### src/rtl/pipeline_hazard_ctrl.sv
// Stall/bubble/flush controller for the rv32i 5-stage pipeline.
// Captures early memory responses during a freeze and keeps saturating event counters.
module pipeline_hazard_ctrl #(
    parameter int unsigned CNT_W = 32
) (
    input  logic             clk,
    input  logic             rst,
    input  logic [4:0]       id_rs1,
    input  logic [4:0]       id_rs2,
    input  logic             id_uses_rs1,
    input  logic             id_uses_rs2,
    input  logic             ex_is_load,
    input  logic [4:0]       ex_rd,
    input  logic             ex_redirect,
    input  logic             imem_read,
    input  logic             imem_resp,
    input  logic [31:0]      imem_rdata,
    input  logic             dmem_req,
    input  logic             dmem_resp,
    input  logic [31:0]      dmem_rdata,
    output logic             pc_stall,
    output logic             ifid_stall,
    output logic             ifid_flush,
    output logic             idex_stall,
    output logic             idex_bubble,
    output logic             exmem_stall,
    output logic             memwb_stall,
    output logic [31:0]      if_instr,
    output logic [31:0]      mem_rdata,
    output logic [CNT_W-1:0] stall_cycles,
    output logic [CNT_W-1:0] bubble_cnt,
    output logic [CNT_W-1:0] flush_cnt
);

    logic             i_wait;
    logic             d_wait;
    logic             freeze;
    logic             rs1_hit;
    logic             rs2_hit;
    logic             load_use;

    logic             i_done_q, i_done_d;
    logic             d_done_q, d_done_d;
    logic [31:0]      ibuf_q, ibuf_d;
    logic [31:0]      dbuf_q, dbuf_d;
    logic [CNT_W-1:0] stall_cycles_q, stall_cycles_d;
    logic [CNT_W-1:0] bubble_cnt_q, bubble_cnt_d;
    logic [CNT_W-1:0] flush_cnt_q, flush_cnt_d;

    function automatic logic [CNT_W-1:0] sat_inc(input logic [CNT_W-1:0] v);
        return (&v) ? v : v + CNT_W'(1);
    endfunction

    // A side only waits until its response has been captured once in this freeze.
    always_comb begin
        i_wait   = imem_read & ~imem_resp & ~i_done_q;
        d_wait   = dmem_req & ~dmem_resp & ~d_done_q;
        freeze   = i_wait | d_wait;
        rs1_hit  = id_uses_rs1 & (id_rs1 == ex_rd);
        rs2_hit  = id_uses_rs2 & (id_rs2 == ex_rd);
        load_use = ex_is_load & (ex_rd != 5'd0) & (rs1_hit | rs2_hit);
    end

    always_comb begin
        pc_stall    = 1'b0;
        ifid_stall  = 1'b0;
        ifid_flush  = 1'b0;
        idex_stall  = 1'b0;
        idex_bubble = 1'b0;
        exmem_stall = 1'b0;
        memwb_stall = 1'b0;
        if (freeze) begin
            pc_stall    = 1'b1;
            ifid_stall  = 1'b1;
            idex_stall  = 1'b1;
            exmem_stall = 1'b1;
            memwb_stall = 1'b1;
        end else if (ex_redirect) begin
            // The ID instruction is squashed, so a pending load-use is moot.
            ifid_flush  = 1'b1;
            idex_bubble = 1'b1;
        end else if (load_use) begin
            pc_stall    = 1'b1;
            ifid_stall  = 1'b1;
            idex_bubble = 1'b1;
        end
    end

    always_comb begin
        i_done_d       = i_done_q;
        d_done_d       = d_done_q;
        ibuf_d         = ibuf_q;
        dbuf_d         = dbuf_q;
        stall_cycles_d = stall_cycles_q;
        bubble_cnt_d   = bubble_cnt_q;
        flush_cnt_d    = flush_cnt_q;
        if (freeze) begin
            if (imem_resp & imem_read) begin
                i_done_d = 1'b1;
                ibuf_d   = imem_rdata;
            end
            if (dmem_resp & dmem_req) begin
                d_done_d = 1'b1;
                dbuf_d   = dmem_rdata;
            end
            stall_cycles_d = sat_inc(stall_cycles_q);
        end else begin
            // Pipeline advances; any held response has just been consumed.
            i_done_d = 1'b0;
            d_done_d = 1'b0;
            if (ex_redirect) begin
                flush_cnt_d = sat_inc(flush_cnt_q);
            end else if (load_use) begin
                bubble_cnt_d = sat_inc(bubble_cnt_q);
            end
        end
    end

    always_ff @(posedge clk) begin
        if (rst) begin
            i_done_q       <= 1'b0;
            d_done_q       <= 1'b0;
            ibuf_q         <= 32'd0;
            dbuf_q         <= 32'd0;
            stall_cycles_q <= '0;
            bubble_cnt_q   <= '0;
            flush_cnt_q    <= '0;
        end else begin
            i_done_q       <= i_done_d;
            d_done_q       <= d_done_d;
            ibuf_q         <= ibuf_d;
            dbuf_q         <= dbuf_d;
            stall_cycles_q <= stall_cycles_d;
            bubble_cnt_q   <= bubble_cnt_d;
            flush_cnt_q    <= flush_cnt_d;
        end
    end

    assign if_instr     = i_done_q ? ibuf_q : imem_rdata;
    assign mem_rdata    = d_done_q ? dbuf_q : dmem_rdata;
    assign stall_cycles = stall_cycles_q;
    assign bubble_cnt   = bubble_cnt_q;
    assign flush_cnt    = flush_cnt_q;

endmodule
### config.mk
export PLATFORM = sky130hd
export DESIGN_NAME = pipeline_hazard_ctrl
export DESIGN_NICKNAME = d
export VERILOG_FILES = /design/src/rtl/pipeline_hazard_ctrl.sv
export SDC_FILE = /design/constraint.sdc
export NUM_CORES = 1
export LEC_CHECK = 0
export BUFFER_PORTS_ARGS = -buffer_cell sky130_fd_sc_hd__buf_2
export CAP_MARGIN = 15
export CELL_PAD_IN_SITES_DETAIL_PLACEMENT = 0
export CELL_PAD_IN_SITES_GLOBAL_PLACEMENT = 1
export CORE_ASPECT_RATIO = 0.75
export CORE_MARGIN = 1
export CORE_UTILIZATION = 33
export DETAILED_ROUTE_END_ITERATION = 8
export GPL_ROUTABILITY_DRIVEN = 0
export PLACE_DENSITY = 0.73
export REMOVE_ABC_BUFFERS = 1
export SETUP_SLACK_MARGIN = 0.05
export SLEW_MARGIN = 20
export SYNTH_ARGS = -nofsm -noshare
export SYNTH_HDL_FRONTEND = slang
export SYNTH_SLANG_ARGS = --single-unit
export TNS_END_PERCENT = 10
### constraint.sdc
create_clock -name clk -period 2.4 [get_ports clk]
set_input_delay 0.36 -clock clk [delete_from_list [all_inputs] [get_ports clk]]
set_output_delay 0.36 -clock clk [all_outputs]
set_load 0.005 [all_outputs]
==> metrics.txt, run 1 <==
Synth Instances=952; Fill cells=2355; largest cells by area after synthesis=dfxtp_1 41%, mux2_2 9.6%, nand2_1 7.9%; I/O Buffers=255; largest net degree at the start of global routing=45; period utilization=95.1%; Primary FF master, synth=dfxtp_1; routed wire length=between 20000 and 25000 um; Area growth syn-to-layout=31.3%; Setup WS pre-CTS=between 0.03 and 0.04 ns; Reg area=approximately 3200 sq um; Synth warnings=0; global-route wire length before repair=37000 um; grt met3 use=4.93%; gr usage total=18.7%; n_diodes=0; # DRC=0; crit end category=flop; layout cells sized above 1=roughly a third; CTS Buffer Depth=2; outcome=finished, final reports clean; Pleak=4.25 nW; drt pass-1 iters=4; number of synthesized flops with an enable pin=0; later-pin clock latency in the skew report=0.43 ns; kind of critical path=flop to flop; post-layout minimum cycle time=2.28 ns; Max Slew Vio Count=0; pwr/cell area=568 nW/um^2; Congestion Overflow GR=0; Initial Utilization=33.9%; synth cell count leaders=165 x nand2_1, 162 x dfxtp_1, 93 x a21oi_1, 82 x nor2_1, 67 x mux2_2; met1 usage=approximately 28%; CTS root buf=clkbuf_16; Final Hold Vio Count=0; worst slew pin tran=0.502 ns; antenna violations before repair=0; vias in the first global route=7046; VDD IR-drop max=0.438 mV; global routing's busiest layer=met1; cts hold-fix bufs=0; # setup viols final=0; Unique masters post-synth=51; CTS tree=done; asr flop ratio synth=0%; f_max=around 0.44 GHz; Critical Path AT=about 2.6 ns; num ports=256; die span in y=136 um; CTS sink count=162; slew margin rel.=66.4%; mapped cell area=7890 sq um; clock-pin slew on the worst setup and hold paths=0.06 ns; Num CTS Buffers=17; largest area contributor in the netlist=dfxtp_1; clk_skew=0.0101 ns; dpl hpwl=between 15000 and 20000 um; core area=23200 sq um; Max FO, Critical Path=18; Synth top area share=41.1%; hold slack final=0.181 ns; antenna-violating nets left=0; area occupied by multi-input gates=4370 sq um; HP Class=primary input to flop; Vias per Instance=between 4 and 5; Max H-tree Level=4; Die Width=181 um; crit start category=flop; Yosys reg bits=between 150 and 200; Required @ worst endpoint=~2.7 ns; row count=48; unrepaired setup endpoints after global routing=yes; Net count, final=1323; post-synthesis sequential area ratio=41.1%; vias=7630; die area=24500 sq um; DRT iter0 DRCs=449; max cap viols=0; syn avg cell area=roughly 8.3 sq um; DR WL/cell=14.8 um; routing usage on met2=between 20% and 30%; setup ws final=0.117 ns; most numerous cell in the Yosys netlist=nand2_1
-- sequential cells by signal, indices dropped and copies added (netlist names) --
name	cells
stall_cycles	32
dbuf_q	32
flush_cnt	32
ibuf_q	32
i_done_q	1
d_done_q	1
bubble_cnt	32
-- layout by cell type (no fill, tap or decap), types with 4 or more instances in the layout --
| cell type | instances |
|---|---|
| nand3_1 | 45 |
| buf_2 | 254 |
| nand2_1 | 165 |
| clkbuf_16 | 17 |
| a21oi_1 | 93 |
| and4_1 | 11 |
| or4_1 | 7 |
| nor3_1 | 20 |
| xnor2_1 | 36 |
| clkinv_2 | 4 |
| dfxtp_1 | 162 |
| or3_1 | 21 |
| o21ai_0 | 22 |
| o31ai_1 | 4 |
| and3_1 | 20 |
| xor2_1 | 35 |
| and2_1 | 5 |
| nor4_1 | 14 |
| nor2b_1 | 6 |
| buf_4 | 58 |
| buf_12 | 4 |
| nand4_1 | 34 |
| nor2_1 | 82 |
| clkbuf_1 | 6 |
| mux2_2 | 67 |
| inv_1 | 7 |
-- where the power goes --
group	switching [mW]	internal, mW
registers	0.0180	2.72
logic	0.256	0.253
clock network	1.06	1.58
total	1.34	4.55
-- worst max-delay path, stage by stage (launching register included) --
cell     delay, ns
dfxtp_1       0.33
ha_1          0.16
nand4_1       0.14
or4_1         0.53
or3_4         0.37
nand3_2       0.21
buf_12        0.18
mux2i_1       0.20
nor2_1        0.05
-- area by class of cell --
type	instances	share of cell area, %
clock buffer	25	4.59
tap	300	3.62
clock inverter	6	0.773
sequential	162	31.3
inverter	8	0.290
timing repair buffer	316	17.2
multi-input combinational	726	42.2
-- metrics by stage --
step	util (%)	total power [mW]	cells	cell area [sq um]	setup TNS (ns)
3_5_place_dp	42.2	3.31	1512	9800	0
6_report	44.6	5.89	1543	10400	0
4_1_cts	44.5	5.99	1543	10400	0
2_1_floorplan	-	3.00	896	7640	-12.92
3_3_place_gp	42.2	3.31	1512	9800	0
5_1_grt	44.6	6.15	1543	10400	0
-- repair_timing --
action / CTS / global route
setup buffers: 0 / 0
resized for setup: 0 / 1
endpoints found under the setup margin: 0 / 12
-- routing by layer --
metal  share of wire (%)  vias up
met2                  42      230
li1                    -     3882
met1                  51     3503
met4                 1.0        0
met5                   0        -
met3                 6.3       15
-- kinds of logic (layout without fill, tap and decap cells) --
logic type,after synthesis,after routing,share of synthesized area (%)
fa+ha+maj,3,3,0.476
buf+inv,64,355,3.57
xor+xnor,71,71,7.88
mux,71,71,10.1
simple gates,447,447,27.7
flops,162,162,41.1
compound gates,134,134,9.09
-- path summary, 6_finish.rpt --
check | cells after the start | end | start | slack, ns
hold reg to reg | 2 | dbuf_q[22]$_SDFFE_PP0P_ | dbuf_q[22]$_SDFFE_PP0P_ | 0.45
setup / recovery | 8 | bubble_cnt[1]$_SDFFE_PP0P_ | bubble_cnt[0]$_SDFFE_PP0P_ | 0.12
hold / removal | 3 | dbuf_q[1]$_SDFFE_PP0P_ | dmem_rdata[1] | 0.18
setup reg to reg | 8 | bubble_cnt[1]$_SDFFE_PP0P_ | bubble_cnt[0]$_SDFFE_PP0P_ | 0.12
Power figures use the tool's default switching activity.
==> inputs of run 2 (changes only) <==
--- a/config.mk
+++ b/config.mk
@@ -14,7 +14,7 @@
 export CORE_UTILIZATION = 33
 export DETAILED_ROUTE_END_ITERATION = 8
 export GPL_ROUTABILITY_DRIVEN = 0
-export PLACE_DENSITY = 0.73
+export PLACE_DENSITY_LB_ADDON = 0.3
 export REMOVE_ABC_BUFFERS = 1
 export SETUP_SLACK_MARGIN = 0.05
 export SLEW_MARGIN = 20
==> run 2 against run 1 <==
Effect of this change:
- routed wire length rose by 0.52%
- first-iteration DRC count rose by 6.5%
- core utilization rose by 0.32 points
- sequential power barely moved
- combinational power fell by 2%
- via count fell by 0.12%
- hold slack got worse by 0.0030 ns
- total power rose by 4.8%
- critical endpoint is now ifid_flush
- largest cell class unchanged
- highest routed layer unchanged
==> metrics.txt, run 2 (synthesis gave the netlist of run 1 again) <==
r2r startpoint=bubble_cnt[0]$_SDFFE_PP0P_ (unchanged); most common cell after layout, fill and taps aside=buf_2 (unchanged); period utilization=95.2% (was 95.1%); gr usage total=18.6% (was 18.7%); Buf/Inv on CP=3 (was 1); antenna-violating nets left=0 (unchanged); post-layout minimum cycle time=2.28 ns (about the same); Max Slew Vio Count=0 (unchanged); max cap viols=0 (unchanged); Critical Path AT=1.92 ns (was 2.60 ns); I/O Buffers=255 (unchanged); Worst path slowest cell=or3b_2 (was or4_1); DR WL/cell=14.8 um (about the same); Fill cells=2352 (was 2355); FF-to-FF End=bubble_cnt[1]$_SDFFE_PP0P_ (unchanged); core area=23200 sq um (unchanged); Reg area=3240 sq um (unchanged); Final Hold Vio Count=0 (unchanged); Area growth syn-to-layout=32.3% (was 31.3%); crit start category=flop (unchanged); layout cells sized above 1=34.5% (was 33.9%); CTS tree=done (unchanged); pwr/cell area=591 nW/um^2 (was 568 nW/um^2); Crit. path cell count=5 (was 8); VDD IR-drop max=0.420 mV (was 0.438 mV); area occupied by multi-input gates=4380 sq um (was 4370 sq um); global-route wire length before repair=36400 um (was 37000 um); Congestion Overflow GR=0 (unchanged); hold slack final=0.178 ns (was 0.181 ns); crit path to=ifid_flush (was bubble_cnt[1]$_SDFFE_PP0P_); antenna violations before repair=0 (unchanged); die span in y=136 um (unchanged); dpl hpwl=16700 um (about the same); Max FO, Critical Path=4 (was 18); kind of critical path=flop to output port (was flop to flop); Vias per Instance=4.92 (was 4.94); Die Width=181 um (unchanged); num ports=256 (unchanged); placed cell area=9790 sq um (was 9800 sq um); Net count, final=1327 (was 1323); # setup viols final=0 (unchanged); crit end category=output port (was flop); row count=48 (unchanged); Cell Chain, Critical Path=or3b_2 > nand3_1 > clkinv_1 > buf_4 > buf_2 (was ha_1 > nand4_1 > or4_1 > or3_4 > nand3_2 > buf_12 > mux2i_1 > nor2_1); Post CTS Setup Buffer Count=0 (unchanged); slowest stage delay, CP=0.48 ns (was 0.53 ns); routed wire length=23000 um (was 22900 um); FF-to-FF path depth=8 (unchanged); slew margin rel.=46.8% (was 66.4%); R2R setup slack=0.13 ns (was 0.12 ns); gate family responsible for the most delay along the worst path=simple AND/OR/NAND/NOR gates (unchanged); later-pin clock latency in the skew report=0.43 ns (about the same); Pleak=4.28 nW (was 4.25 nW); worst slew pin tran=0.794 ns (was 0.502 ns); cts hold-fix bufs=0 (unchanged); unrepaired setup endpoints after global routing=yes (unchanged); largest net degree at the start of global routing=76 (was 45); # DRC=0 (unchanged); most frequent cells in the layout=254 x buf_2, 165 x nand2_1, 162 x dfxtp_1, 93 x a21oi_1, 82 x nor2_1 (unchanged); CTS sink count=162 (unchanged); CTS Buffer Depth=2 (unchanged); die area=24500 sq um (unchanged); clk_skew=0.0106 ns (was 0.0101 ns); outcome=finished, final reports clean (unchanged); vias=7621 (was 7630); n_diodes=0 (unchanged); Initial Utilization=33.9% (unchanged); Num CTS Buffers=17 (unchanged); cell area after layout=10400 sq um (about the same); CTS root buf=clkbuf_16 (unchanged); Required @ worst endpoint=2.04 ns (was 2.72 ns); HP Class=primary input to flop (unchanged); DRT iter0 DRCs=478 (was 449); clock-pin slew on the worst setup and hold paths=0.07 ns (was 0.06 ns); vias in the first global route=6952 (was 7046); f_max=0.438 GHz (about the same); drt pass-1 iters=5 (was 4); Critical Path Start=d_done_q$_SDFFE_PP0P_ (was bubble_cnt[0]$_SDFFE_PP0P_); post-cts gate resize count=0 (unchanged); Max H-tree Level=4 (unchanged)
-- run 2: per-layer routing --
metal | global-route usage [%] | up-vias | share of wire, %
li1 | - | 3899 | -
met1 | 26.8 | 3496 | 51
met2 | 26.4 | 207 | 41
met3 | 5.36 | 19 | 6.2
met4 | 5.70 | 0 | 1.2
met5 | 0 | - | 0
-- run 2: worst min path at each step --
stage | startpoint | to | slack (ns) | cells after the start
finish | dmem_rdata[20] | dbuf_q[20]$_SDFFE_PP0P_ | 0.18 | 3
global route | imem_rdata[9] | ibuf_q[9]$_SDFFE_PP0P_ | 0.16 | 3
CTS | dmem_rdata[20] | dbuf_q[20]$_SDFFE_PP0P_ | 0.15 | 3
detailed placement | dbuf_q[10]$_SDFFE_PP0P_ | dbuf_q[10]$_SDFFE_PP0P_ | 0.44 | 2
global placement | dbuf_q[13]$_SDFFE_PP0P_ | dbuf_q[13]$_SDFFE_PP0P_ | 0.44 | 2
floorplan | dbuf_q[0]$_SDFFE_PP0P_ | dbuf_q[0]$_SDFFE_PP0P_ | 0.43 | 2
-- run 2: metrics by stage --
step	power, mW	cells	setup slack (ns)	util [%]	setup TNS (ns)
floorplan	3.00	896	-0.716	-	-12.92
global placement	3.30	1516	0.0627	42.1	0
detailed placement	3.30	1516	0.0550	42.1	0
CTS	6.27	1548	0.0767	44.8	0
global route	6.43	1548	0.0273	44.9	0
finish	6.17	1548	0.116	44.9	0
-- run 2: final cells by class --
cell class                      count  share of cell area [%]
Timing Repair Buffer              320                    17.1
Inverter                            8                   0.288
Sequential cell                   162                    31.1
Tap cell                          300                    3.60
Clock buffer                       19                    4.24
Clock inverter                     13                    1.76
Multi-Input combinational cell    726                    41.9
-- run 2: power breakdown --
group          switching (mW)  total, mW  internal, mW
Combinational           0.255      0.500         0.245
Sequential             0.0202       2.74          2.72
Clock                    1.16       2.93          1.77
-- run 2: tightest hold or removal path: cells and delay by family --
kind	cells	cell delay (ns)
buffers and inverters	1	0.10
AND/OR/NAND/NOR	1	0.05
AO/OA/AOI/OAI	1	0.05
